[src/rtl/irig_pulse_decoder.sv]
`default_nettype none
// ============================================================================
//  Module      : irig_pulse_decoder
//  Description : IRIG-B front end. Synchronizes the raw DC level-shift input,
//                measures each high pulse and classifies it as logic 0,
//                logic 1 or position mark. Flags illegal widths and carrier
//                loss, and strobes every armed rising edge (on-time point).
//  Revision    : 1.0 - initial release
// ============================================================================
module irig_pulse_decoder #(
  parameter int TH_MIN     = 10000,
  parameter int TH_01      = 35000,
  parameter int TH_1M      = 65000,
  parameter int TH_MAX     = 90000,
  parameter int TH_TIMEOUT = 150000
) (
  input  logic clk,
  input  logic rst,
  input  logic irig_in,
  output logic irig_d0,
  output logic irig_d1,
  output logic irig_mark,
  output logic irig_err,
  output logic irig_rise
);

  localparam int CNT_W = $clog2(TH_TIMEOUT + 1);

  localparam logic [CNT_W-1:0] c_th_min     = CNT_W'(TH_MIN);
  localparam logic [CNT_W-1:0] c_th_01      = CNT_W'(TH_01);
  localparam logic [CNT_W-1:0] c_th_1m      = CNT_W'(TH_1M);
  localparam logic [CNT_W-1:0] c_th_max     = CNT_W'(TH_MAX);
  localparam logic [CNT_W-1:0] c_timeout    = CNT_W'(TH_TIMEOUT);
  localparam logic [CNT_W-1:0] c_timeout_m1 = CNT_W'(TH_TIMEOUT - 1);
  localparam logic [CNT_W-1:0] c_one        = CNT_W'(1);

  logic             r_s1;
  logic             r_s2;
  logic             r_s3;
  logic [CNT_W-1:0] r_cnt;
  logic             r_armed;

  logic w_rise;
  logic w_fall;
  logic w_edge;
  logic w_timeout;

  assign w_rise    = r_s2 & ~r_s3;
  assign w_fall    = ~r_s2 & r_s3;
  assign w_edge    = w_rise | w_fall;
  // The count only ever reaches TH_TIMEOUT-1 once per edge-free interval,
  // because it then parks at TH_TIMEOUT until the next edge.
  assign w_timeout = ~w_edge & (r_cnt == c_timeout_m1);

  // Two-flop synchronizer plus one history flop for edge detection
  always_ff @(posedge clk) begin
    if (rst) begin
      r_s1 <= 1'b0;
      r_s2 <= 1'b0;
      r_s3 <= 1'b0;
    end else begin
      r_s1 <= irig_in;
      r_s2 <= r_s1;
      r_s3 <= r_s2;
    end
  end

  // Cycles since the last edge; equals the high width when a fall is seen
  always_ff @(posedge clk) begin
    if (rst) begin
      r_cnt <= '0;
    end else if (w_edge) begin
      r_cnt <= c_one;
    end else if (r_cnt != c_timeout) begin
      r_cnt <= r_cnt + c_one;
    end
  end

  // The first fall after reset only arms, discarding a possibly partial pulse
  always_ff @(posedge clk) begin
    if (rst) begin
      r_armed <= 1'b0;
    end else if (w_fall) begin
      r_armed <= 1'b1;
    end
  end

  // Registered single-cycle strobes: width classification, rise and timeout
  always_ff @(posedge clk) begin
    if (rst) begin
      irig_d0   <= 1'b0;
      irig_d1   <= 1'b0;
      irig_mark <= 1'b0;
      irig_err  <= 1'b0;
      irig_rise <= 1'b0;
    end else begin
      irig_d0   <= 1'b0;
      irig_d1   <= 1'b0;
      irig_mark <= 1'b0;
      irig_err  <= w_timeout;
      irig_rise <= w_rise & r_armed;
      if (w_fall && r_armed) begin
        if (r_cnt < c_th_min) begin
          irig_err <= 1'b1;
        end else if (r_cnt < c_th_01) begin
          irig_d0 <= 1'b1;
        end else if (r_cnt < c_th_1m) begin
          irig_d1 <= 1'b1;
        end else if (r_cnt <= c_th_max) begin
          irig_mark <= 1'b1;
        end else begin
          irig_err <= 1'b1;
        end
      end
    end
  end

endmodule
`default_nettype wire

[config.mk]
export PLATFORM = sky130hd
export DESIGN_NAME = irig_pulse_decoder
export DESIGN_NICKNAME = d
export VERILOG_FILES = /design/src/rtl/irig_pulse_decoder.sv
export SDC_FILE = /design/constraint.sdc
export NUM_CORES = 1
export LEC_CHECK = 0
export ABC_AREA = 1
export CORE_AREA = 2 2 80 44
export CTS_CLUSTER_SIZE = 40
export DETAILED_ROUTE_END_ITERATION = 7
export DIE_AREA = 0 0 82 46
export PLACE_DENSITY = 0.69
export SLEW_MARGIN = 20
export SYNTH_ARGS = -nofsm -noshare
export SYNTH_HDL_FRONTEND = slang
export SYNTH_SLANG_ARGS = --single-unit
[constraint.sdc]
create_clock -name clk -period 2.1 [get_ports clk]
set_input_delay 0.315 -clock clk [delete_from_list [all_inputs] [get_ports clk]]
set_output_delay 0.315 -clock clk [all_outputs]
set_load 0.01 [all_outputs]
# Word-level counts from Yosys, hierarchy flattened
# Cells that the tools add are included.
dict set report totals {
  reg_bits 27
}
dict set report classes {
  add_sub_neg 1
  order_cmp 4
  n_eq_ne 2
  n_mux 10
  bitwise 9
  reduce_logical 6
}
# cell count
set op_table {}
lappend op_table {{18-bit by 16-bit less-than comparator with 1-bit output (second input constant)} 2}
lappend op_table {{18-bit by 1-bit adder with 18-bit output (second input constant)} 1}
lappend op_table {{18-bit equality test (second input constant)} 1}
lappend op_table {{18-bit by 17-bit <= comparator with 1-bit output (second input constant)} 1}
lappend op_table {{18-bit by 14-bit less-than comparator with 1-bit output (second input constant)} 1}
lappend op_table {{18-bit != test (second input constant)} 1}
lappend op_table {{1-bit 2-to-1 mux} 10}
lappend op_table {{5-bit OR reduction} 1}
lappend op_table {{1-bit bitwise AND} 4}
lappend op_table {{1-bit NOT} 4}
lappend op_table {{4-bit OR reduction} 1}
lappend op_table {{3-bit OR reduction} 1}
lappend op_table {{2-bit nonzero test} 1}
lappend op_table {{2-bit OR reduction} 1}
lappend op_table {{1-bit logical AND} 1}
lappend op_table {{1-bit bitwise OR} 1}

# Longest topological paths before layout
dict set report depth {
  word_depth 10
  mapped_depth 10
  mapped_depth_nobuf 10
}

# Worst setup path after synthesis
# Ideal clock, no wire load.
dict set report synth_path {
  path_type {register -> register}
  start {register r_cnt[0]}
  end {register r_cnt[12]}
  setup_time_ns 0.120
  t_arrival_ns 1.221
  path_slack_ns 0.759
  stages_incl_launch_ff 9
  path_buffers 0
  period_less_slack_ns 1.341
  path_cell_list {dfxtp_1 ha_1 nand2_1 nor2_4 nand2_2 nor2_4 nand2_1 o21ai_0 a21oi_1}
}
dict set report synth_between {
  elab_chain_len 1
}
# item line
set synth_lines {}
lappend synth_lines {{start, declared} 40} ;# logic [CNT_W-1:0] r_cnt;
lappend synth_lines {{start signal, assigned} 73} ;# r_cnt <= c_one;
lappend synth_lines {{start signal, assigned} 75} ;# r_cnt <= r_cnt + c_one;
lappend synth_lines {{18-bit by 1-bit adder with 18-bit output or 18-bit != test (tied branches)} {75, 74}}
# Parallel ways exist; a longest one is shown, timed or not.
# A chain may end at the register's enable or synchronous reset.

# Worst setup path after layout
dict set report layout_path {
  start {register r_s2}
  end {register irig_err}
}
dict set report layout_between {
  elab_chain_len 10
}
# item line
set layout_lines {}
lappend layout_lines {{start, declared} 38} ;# logic r_s2;
lappend layout_lines {{start signal, assigned} 63} ;# r_s2 <= r_s1;
lappend layout_lines {{1-bit NOT} 49} ;# assign w_fall = ~r_s2 & r_s3;
lappend layout_lines {{1-bit bitwise AND} 49}
lappend layout_lines {{1-bit bitwise OR} 50} ;# assign w_edge = w_rise | w_fall;
lappend layout_lines {{1-bit NOT} 53} ;# assign w_timeout = ~w_edge & (r_cnt == c_timeout_m1);
lappend layout_lines {{1-bit bitwise AND} 53}
lappend layout_lines {{1-bit 2-to-1 mux} 109} ;# end else if (r_cnt <= c_th_max) begin
lappend layout_lines {{1-bit 2-to-1 mux} 107} ;# end else if (r_cnt < c_th_1m) begin
lappend layout_lines {{1-bit 2-to-1 mux} 105} ;# end else if (r_cnt < c_th_01) begin
lappend layout_lines {{1-bit 2-to-1 mux} 103} ;# if (r_cnt < c_th_min) begin
lappend layout_lines {{1-bit 2-to-1 mux *} 102} ;# if (w_fall && r_armed) begin
lappend layout_lines {{end signal, assigned} 100} ;# irig_err <= w_timeout;
lappend layout_lines {{end, declared} 23} ;# output logic irig_err,
# Every way passes the cells marked *; elsewhere a longest branch is shown, timed or not.

==> flow_metrics.tcl <==
set metrics [dict create \
    status "finished, final reports clean" \
    holdWs_ns 0.419 \
    htreeDepth 1 \
    die_h_um 46 \
    fin_skew_ns 0.00887 \
    synth_edf_count 0 \
    fp.coreArea_mm2 0.00315 \
    power.density_mw_per_mm2 513 \
    maxSlewViolCount 0 \
    area_growth_pct 10.9 \
    drt_iter0_drc 138 \
    grt_pass1_vias 1111 \
    antenna_found_initial 0 \
    numPortBuffers 7 \
    multiInputGateArea_um2 855 \
    grt_max_degree 16 \
    worst_pin_slew_ns 0.361 \
    hpwl_mm 2.68 \
    routed_wl_mm 3.35 \
    synthesis.nets 240 \
    postCtsHoldBufs 0 \
    postSynthRegisterBits 27 \
    nets 252 \
    synth_top_cell_area_share_pct 35.0 \
    antenna_cells 0 \
    post-route-util_pct 54.2 \
    synth_area_mm2 0.00154 \
    ys_top_cells_by_area "dfxtp_1, nand2_1, nor2_1" \
    hold_viol_final 0 \
    root_buffer "clkbuf_8" \
    drc_errors 0 \
    min_period_ns 1.57 \
    crit_chain "inv_1 > ha_1 > nand2_1 > inv_1 > nand3_1 > nor3_1 > nand3_1 > nand2_1" \
    rsz0062_at_grt "false" \
    post-place-ws_ns 0.428 \
    setup_viol 0 \
    die_area_mm2 0.00377 \
    vias 1438 \
    cts_num_sinks 27 \
    cap_violations 0 \
    critPathMaxFanout 12 \
    post_cts_resized 0 \
    fmax_mhz 637 \
    setup_tns_ns 0 \
    wl_per_cell_um 11.7 \
    crit_slowest_cell "dfxtp_1" \
    final_cells 286 \
    ys_dominant_reg_cell "dfxtp_1" \
    grt_usage_pct 20.7 \
    worstPathArrival_ns 1.79 \
    layout.area.seq_um2 541 \
    grt_overflow 0 \
    endpoint_kind "flip-flop" \
    yosysMostFrequentCell "nand2_1" \
    start_util_pct 48.9 \
    netlist_instances 233 \
    fp.dieW_um 82 \
    place_congestion 0.950 \
    syn_area_per_cell_um2 6.62 \
    relSlewSlack_pct 75.9 \
    num_rows 15 \
    worstPathRequired_ns 2.32 \
    cts_buffers 3 \
    total_leakage_power_nw 0.696 \
    firstDrtPassIters 4 \
    yosysSeqAreaShare_pct 35.0 \
    n_fill_cell 306 \
    dp_cells 282 \
    clk_path_buf_depth 2 \
    yosys_warnings 0 \
    cp_slowest_stage_delay_ns 0.35 \
    startpoint_type "flip-flop" \
    period_share_pct 74.8 \
    drtAntennaViolNets 0 \
    clk_latency_ns 0.28 \
    viasPerCell 5.03 \
    synth_top_area_cell "dfxtp_1" \
    grt_pass1_wl_mm 5.58 \
    ir_worst_vdd_mv 0.306 \
    worst_hold_path_type "reg2reg" \
    clk_pin_slew_ns 0.10 \
    cts_tree "done" \
    synthArstFlopShare_pct 0 \
    drive_above_1_share_pct 13.1 \
    ys_types 23 \
    worst_slack_ns 0.529 \
    path_class "reg2reg" \
    ioPinCount 8 \
    postCtsSetupBuffers 0 \
    synth_commonest_cells "nand2_1, nor2_1, inv_1" \
]
## through the flow
stage,area (um2),total power [mW]
2_1_floorplan,1540,0.571
3_3_place_gp,1660,0.587
3_5_place_dp,1660,0.587
4_1_cts,1710,0.886
5_1_grt,1710,0.912
6_report,1710,0.877
## flip-flops by register name, summed over array words and instances, names as in the netlist
signal     cells
irig_mark      1
r_s1           1
r_armed        1
r_s2           1
irig_rise      1
r_cnt         18
irig_d1        1
irig_err       1
irig_d0        1
r_s3           1
## cell usage in the layout (no fill, tap or decap), types with 2 or more instances in the layout
cell type	instances
dfxtp_1	27
nand2_2	9
nand3_1	18
clkbuf_8	3
nor3_1	4
inv_1	29
ha_1	4
o21ai_0	10
nand2_1	49
nor2_4	5
xor2_1	2
o21ai_1	2
inv_2	6
nor3_2	2
clkdlybuf4s50_1	7
a21oi_1	14
nand4_1	6
buf_4	2
nor2_1	39
## path summary, 6_finish.rpt
kind / start / end / slack (ns) / cells after the start
worst max-delay path: r_s2$_SDFF_PP0_ / irig_err$_SDFF_PP0_ / 0.53 / 8
worst min-delay path: r_s1$_SDFF_PP0_ / r_s2$_SDFF_PP0_ / 0.42 / 2
worst max register to register: r_s2$_SDFF_PP0_ / irig_err$_SDFF_PP0_ / 0.53 / 8
worst min register to register: r_s1$_SDFF_PP0_ / r_s2$_SDFF_PP0_ / 0.42 / 2
## critical path, delay by kind of cell (launching register included)
kind,cells,cell delay [ns]
and+or+nand+nor,5,0.54
DFF,1,0.35
adders and majority gates,1,0.30
buffers and inverters,2,0.34
## layer usage
metal,part of all wire (%),vias to the layer above,routed length [um],GRT usage [%]
met5,0,-,0,0
met4,1.5,0,51,5.00
met3,9.4,6,314,5.95
met2,31,70,1040,22.9
met1,58,601,1940,35.2
li1,-,761,-,-
## cell type report
class	instances	area share (%)
clock buffers	3	2.41
clock inverters	1	0.293
inverters	35	7.68
multi-input cells	169	50.0
flip-flops and latches	27	31.6
well taps	42	3.07
repair buffers	9	4.97
## power by group
| part | internal (mW) | switching (mW) | total [mW] |
|---|---|---|---|
| clock | 0.133 | 0.168 | 0.301 |
| combinational | 0.0189 | 0.0303 | 0.0491 |
| sequential | 0.519 | 0.00720 | 0.527 |
| total | 0.672 | 0.205 | 0.877 |
## logic make-up (layout without fill, tap and decap cells)
group / Yosys count / after routing / synth area share, %
XOR/XNOR: 2 / 2 / 1.14
AND/OR/NAND/NOR: 136 / 136 / 42.2
flip-flops: 27 / 27 / 35.0
buffers and inverters: 37 / 48 / 9.57
adder cells (fa/ha/maj): 4 / 4 / 3.24
AO/OA/AOI/OAI: 27 / 27 / 8.84
No activity file was read; power rests on OpenSTA's default activity.
